==> config.mk <==
export PLATFORM = sky130hd
export DESIGN_NAME = aes_block_packer_flat
export DESIGN_NICKNAME = d
export VERILOG_FILES = /design/src/rtl/aes_block_packer_if.sv /design/src/rtl/aes_block_packer.sv /design/src/flat_wrapper.sv
export SDC_FILE = /design/constraint.sdc
export NUM_CORES = 1
export LEC_CHECK = 0
export CORE_UTILIZATION = 49
export DETAILED_ROUTE_END_ITERATION = 6
export PLACE_DENSITY = 0.82
export SETUP_SLACK_MARGIN = 0.1
export SYNTH_ARGS = -nofsm -noshare
export SYNTH_HDL_FRONTEND = slang
export SYNTH_SLANG_ARGS = --single-unit
==> constraint.sdc <==
create_clock -name clk_i -period 13.2 [get_ports clk_i]
set_input_delay 1.98 -clock clk_i [delete_from_list [all_inputs] [get_ports clk_i]]
set_output_delay 1.98 -clock clk_i [all_outputs]
set_load 0.01 [all_outputs]
==> src/rtl/aes_block_packer_if.sv <==
// Word-in / block-out handshake bundle between the plaintext streamer, the packer and the AES engine.
interface aes_block_packer_if #(
  parameter int IN_W  = 32,
  parameter int BLK_W = 128
);
  logic [IN_W-1:0]  in_data;
  logic             in_valid;
  logic             in_ready;
  logic [BLK_W-1:0] blk_data;
  logic             blk_valid;
  logic             blk_ready;

  // master: word source plus block sink; slave: the packer itself
  modport master (
    output in_data, in_valid, blk_ready,
    input  in_ready, blk_data, blk_valid
  );

  modport slave (
    input  in_data, in_valid, blk_ready,
    output in_ready, blk_data, blk_valid
  );
endinterface

==> src/rtl/aes_block_packer.sv <==
// Packs IN_W-bit words into BLK_W-bit AES blocks (first word at the MSB) and counts blocks per job.
// Define AES_PACK_BYTESWAP_EN to byte-reverse each word before placement.
module aes_block_packer #(
  parameter int IN_W  = 32,
  parameter int BLK_W = 128,
  parameter int CNT_W = 16
) (
  input  logic             clk_i,
  input  logic             rst_i,
  input  logic             clear_i,
  input  logic             start_i,
  input  logic [CNT_W-1:0] n_blocks_i,
  aes_block_packer_if.slave bus,
  output logic             busy_o,
  output logic             done_o,
  output logic [CNT_W-1:0] blk_cnt_o
);
  localparam int WORDS = BLK_W / IN_W;
  localparam int IDX_W = (WORDS > 1) ? $clog2(WORDS) : 1;

  localparam logic [1:0] S_IDLE = 2'd0;
  localparam logic [1:0] S_FILL = 2'd1;
  localparam logic [1:0] S_HOLD = 2'd2;

  logic [1:0]       state_q, state_d;
  logic [IDX_W-1:0] idx_q, idx_d;
  logic [CNT_W-1:0] nblk_q, nblk_d;
  logic [CNT_W-1:0] cnt_q, cnt_d;
  logic [BLK_W-1:0] blk_q, blk_d;
  logic             done_q, done_d;
  logic [IN_W-1:0]  word;

`ifdef AES_PACK_BYTESWAP_EN
  // Little-endian memory word -> AES byte order: byte 0 goes to the top of the slot
  always_comb begin
    word = '0;
    for (int b = 0; b < IN_W / 8; b++) begin
      word[IN_W-1-8*b -: 8] = bus.in_data[8*b +: 8];
    end
  end
`else
  assign word = bus.in_data;
`endif

  always_comb begin
    state_d = state_q;
    idx_d   = idx_q;
    nblk_d  = nblk_q;
    cnt_d   = cnt_q;
    blk_d   = blk_q;
    done_d  = 1'b0;
    if (clear_i) begin
      state_d = S_IDLE;
      idx_d   = '0;
    end else begin
      case (state_q)
        S_IDLE: begin
          if (start_i) begin
            cnt_d = '0;
            if (n_blocks_i != '0) begin
              nblk_d  = n_blocks_i;
              state_d = S_FILL;
            end else begin
              done_d = 1'b1;
            end
          end
        end
        S_FILL: begin
          if (bus.in_valid) begin
            blk_d[BLK_W-1-int'(idx_q)*IN_W -: IN_W] = word;
            if (idx_q == IDX_W'(WORDS - 1)) begin
              idx_d   = '0;
              state_d = S_HOLD;
            end else begin
              idx_d = idx_q + 1'b1;
            end
          end
        end
        S_HOLD: begin
          if (bus.blk_ready) begin
            cnt_d   = cnt_q + 1'b1;
            done_d  = (cnt_d == nblk_q);
            state_d = done_d ? S_IDLE : S_FILL;
          end
        end
        default: state_d = S_IDLE;
      endcase
    end
  end

  always_ff @(posedge clk_i or posedge rst_i) begin
    if (rst_i) begin
      state_q <= S_IDLE;
      idx_q   <= '0;
      nblk_q  <= '0;
      cnt_q   <= '0;
      blk_q   <= '0;
      done_q  <= 1'b0;
    end else begin
      state_q <= state_d;
      idx_q   <= idx_d;
      nblk_q  <= nblk_d;
      cnt_q   <= cnt_d;
      blk_q   <= blk_d;
      done_q  <= done_d;
    end
  end

  assign bus.in_ready  = (state_q == S_FILL);
  assign bus.blk_valid = (state_q == S_HOLD);
  assign bus.blk_data  = blk_q;
  assign busy_o        = (state_q != S_IDLE);
  assign done_o        = done_q;
  assign blk_cnt_o     = cnt_q;
endmodule
==> src/flat_wrapper.sv <==
// flat-port wrapper written by rule: the top's interface ports become plain ports
module aes_block_packer_flat 
#(
  parameter int IN_W  = 32,
  parameter int BLK_W = 128,
  parameter int CNT_W = 16
)
  (clk_i, rst_i, clear_i, start_i, n_blocks_i, busy_o, done_o, blk_cnt_o, bus_in_data, bus_in_valid, bus_blk_ready, bus_in_ready, bus_blk_data, bus_blk_valid);
  aes_block_packer_if #(.IN_W(IN_W), .BLK_W(BLK_W)) bus_i ();
  input  logic clk_i;
  input  logic rst_i;
  input  logic clear_i;
  input  logic start_i;
  input  logic [CNT_W-1:0] n_blocks_i;
  output logic busy_o;
  output logic done_o;
  output logic [CNT_W-1:0] blk_cnt_o;
  input wire logic [$bits(bus_i.in_data)-1:0] bus_in_data;
  input wire logic [$bits(bus_i.in_valid)-1:0] bus_in_valid;
  input wire logic [$bits(bus_i.blk_ready)-1:0] bus_blk_ready;
  output wire logic [$bits(bus_i.in_ready)-1:0] bus_in_ready;
  output wire logic [$bits(bus_i.blk_data)-1:0] bus_blk_data;
  output wire logic [$bits(bus_i.blk_valid)-1:0] bus_blk_valid;
  assign bus_i.in_data = bus_in_data;
  assign bus_i.in_valid = bus_in_valid;
  assign bus_i.blk_ready = bus_blk_ready;
  assign bus_in_ready = bus_i.in_ready;
  assign bus_blk_data = bus_i.blk_data;
  assign bus_blk_valid = bus_i.blk_valid;
  aes_block_packer #(.IN_W(IN_W), .BLK_W(BLK_W), .CNT_W(CNT_W)) u_core (.clk_i(clk_i), .rst_i(rst_i), .clear_i(clear_i), .start_i(start_i), .n_blocks_i(n_blocks_i), .bus(bus_i), .busy_o(busy_o), .done_o(done_o), .blk_cnt_o(blk_cnt_o));
endmodule
==> impl_metrics.ini <==
[clock_tree]
hold_buffers = 0
cts_tree = built
clockBufferDepth = 2
postCtsSetupRepairBufs = 0
cts_root_buffer = clkbuf_16
cts_buffers = 17
clk_pin_slew_worst_paths_ns = 0.06
cts_resized = 0
h-tree-depth = 4
clock_latency_ns = 0.42
cts.sinks = 165

[placed_design]
port_buffers = 201
place_area_mm2 = 0.00931
place_congestion = 0.845
place_ws_ns = 8.99
dp_hpwl_mm = 13.2

[yosys]
dominantRegCellSynth = dfrtp_1
yosys.area.top_type_share = 0.574
synth_cells = 783
syn_area_mm2 = 0.00719
ys_types = 42
synth_edf_count = 0
synth_async_sr_flop_share = 1.00
synthesis.nets = 842
synth.largest_area_cell = dfrtp_1
yosysWarnings = 0
syn_area_per_cell_um2 = 9.18
ys_seq_area_frac = 0.574
synth_area_leaders = dfrtp_1 (57%), nand2_1 (15%), o21ai_0 (11%), mux2_2 (2.5%), clkbuf_1 (2.1%)
ys_seq_elements = 165

[floorplan]
die-area_mm2 = 0.0152
fp.dieH_um = 123
start_util = 0.510
io_pins = 202
num_rows = 43
core_mm2 = 0.0141
die_w_um = 123

[routing]
antenna_left = 0
wire_per_inst_um = 16.8
drc = 0
drtIter0Drc = 511
vias_per_cell = 5.35
firstDrtPassIters = 5
via_count = 6184
drt-total-wl_mm = 19.4

[layout]
layout.nets = 1022
fillers = 1111
mostFrequentLayoutCells = nand2_1 (278), clkdlybuf4s50_1 (201), dfrtp_1 (165), o21ai_0 (153), nor2_1 (18)
utilization = 0.704
seqCellArea_mm2 = 0.00413
final_common_cell = nand2_1
drive_above_1_share = 0.0717
final_area_mm2 = 0.00993
antennaDiodeCount = 0
multi_input_area_mm2 = 0.00289
synthToLayoutAreaGrowth_pct = 38.0

[setup_path]
r2r_cells = 6
path_max_fanout = 7
cp.arrival_ns = 1.82
required_ns = 11.22
cp-start-kind = flop
crit_type = flop to output pin
crit_path_end_kind = output pin

[sta]
tns_ns = 0
rsz0062_at_grt = false
hold_viol = 0
max_freq_ghz = 0.263
fin_skew_ns = 0.00784
relSlewSlack = 0.252
setup_slack_ns = 9.40
fin_crit_sh = 0.288
finalCriticalPeriod_ns = 3.80
tightest_slew_ns = 1.11
setup_violations = 0
slew_viol_final = 0

[global_route]
use_met1 = 0.365
grt_pass1_vias = 5912
use_met3 = 0.0673
grt_remaining_overflow = 0
grt_pass1_wl_mm = 31.1
grt_max_degree = 102
met2_usage = 0.418
grt_antenna_before_repair = 0
grt_util_all_layers = 0.270
busiest_layer = met2

[min_path]
min_path_type = flop to flop
holdPathStages = 2

[outcome]
status = completed

[power]
p_leak_nw = 4.23
ir_drop_v = 0.0000792
p_per_area_mw_per_mm2 = 131

[flow_run]
drv_cap = 0
power by group:
group | internal [mW] | total [mW] | switching (mW)
Combinational | 0.108 | 0.204 | 0.0968
Clock | 0.306 | 0.514 | 0.208
Sequential | 0.551 | 0.582 | 0.0305
final timing paths:
kind | startpoint | end | slack, ns
max | u_core.state_q[1]$_DFFE_PP0P_ | bus_in_ready | 9.40
min | u_core.bus.blk_data[19]$_DFFE_PP0P_ | u_core.bus.blk_data[19]$_DFFE_PP0P_ | 0.48
max reg2reg | u_core.state_q[1]$_DFFE_PP0P_ | u_core.bus.blk_data[81]$_DFFE_PP0P_ | 10.60
min reg2reg | u_core.bus.blk_data[19]$_DFFE_PP0P_ | u_core.bus.blk_data[19]$_DFFE_PP0P_ | 0.48
max in group asynchronous | rst_i | u_core.bus.blk_data[9]$_DFFE_PP0P_ | 9.66
min in group asynchronous | rst_i | u_core.bus.blk_data[107]$_DFFE_PP0P_ | 2.15
stage by stage:
step / power, mW / hold WS (ns) / instances
after CTS: 1.31 / 0.484 / 1156
final: 1.30 / 0.478 / 1156
after floorplan: 0.674 / 0.500 / 783
after detailed placement: 0.795 / 0.469 / 1124
after global placement: 0.786 / 0.461 / 1124
after global routing: 1.35 / 0.497 / 1156
flip-flops by register name, indices dropped and copies added (netlist names):
signal and flops:
u_core.idx_q 2, u_core.blk_cnt_o 16, u_core.bus.blk_data 128, u_core.state_q 2, u_core.done_o 1, u_core.nblk_q 16
Yosys cell counts, types with 2 or more instances:
| library cell | count |
|---|---|
| nand2_1 | 282 |
| dfrtp_1 | 165 |
| o21ai_0 | 153 |
| clkbuf_1 | 40 |
| nor2_1 | 22 |
| mux2_2 | 16 |
| xnor2_1 | 13 |
| xor2_1 | 11 |
| inv_1 | 6 |
| nor4_1 | 6 |
| a21oi_1 | 5 |
| ha_1 | 5 |
| nand3_1 | 5 |
| nor3_1 | 5 |
| and2_1 | 4 |
| and3_1 | 4 |
| nand4_1 | 4 |
| a31oi_1 | 3 |
| nor2b_1 | 3 |
| and4_1 | 2 |
| buf_4 | 2 |
| nand3b_1 | 2 |
| nand4_4 | 2 |
| nor4_4 | 2 |
| o21ai_1 | 2 |
| o22ai_1 | 2 |
| o31ai_1 | 2 |
worst max-delay path: stages (launching register included):
cell and delay [ns]:
dfrtp_1 0.48, nor2b_1 0.32, clkdlybuf4s50_1 0.60
per-layer routing:
metal / wire [um] / share of wire
met5: 0 / 0
met4: 420 / 0.022
met3: 1120 / 0.058
met2: 9150 / 0.47
met1: 8760 / 0.45
layout make-up:
| class | instances | share of cell area |
|---|---|---|
| well taps | 180 | 0.0227 |
| multi-input cells | 568 | 0.291 |
| clock inverters | 13 | 0.0173 |
| repair buffers | 205 | 0.206 |
| flip-flops and latches | 165 | 0.416 |
| inverters | 6 | 0.00277 |
| clock buffers | 19 | 0.0446 |
cells by family after synthesis:
group	synth area share
flip-flops	0.574
buffers and inverters	0.0284
XOR/XNOR	0.0292
multiplexers	0.0251
adder cells (fa/ha/maj)	0.00870
AO/OA/AOI/OAI	0.122
AND/OR/NAND/NOR	0.213
Power figures use the tool's default switching activity.
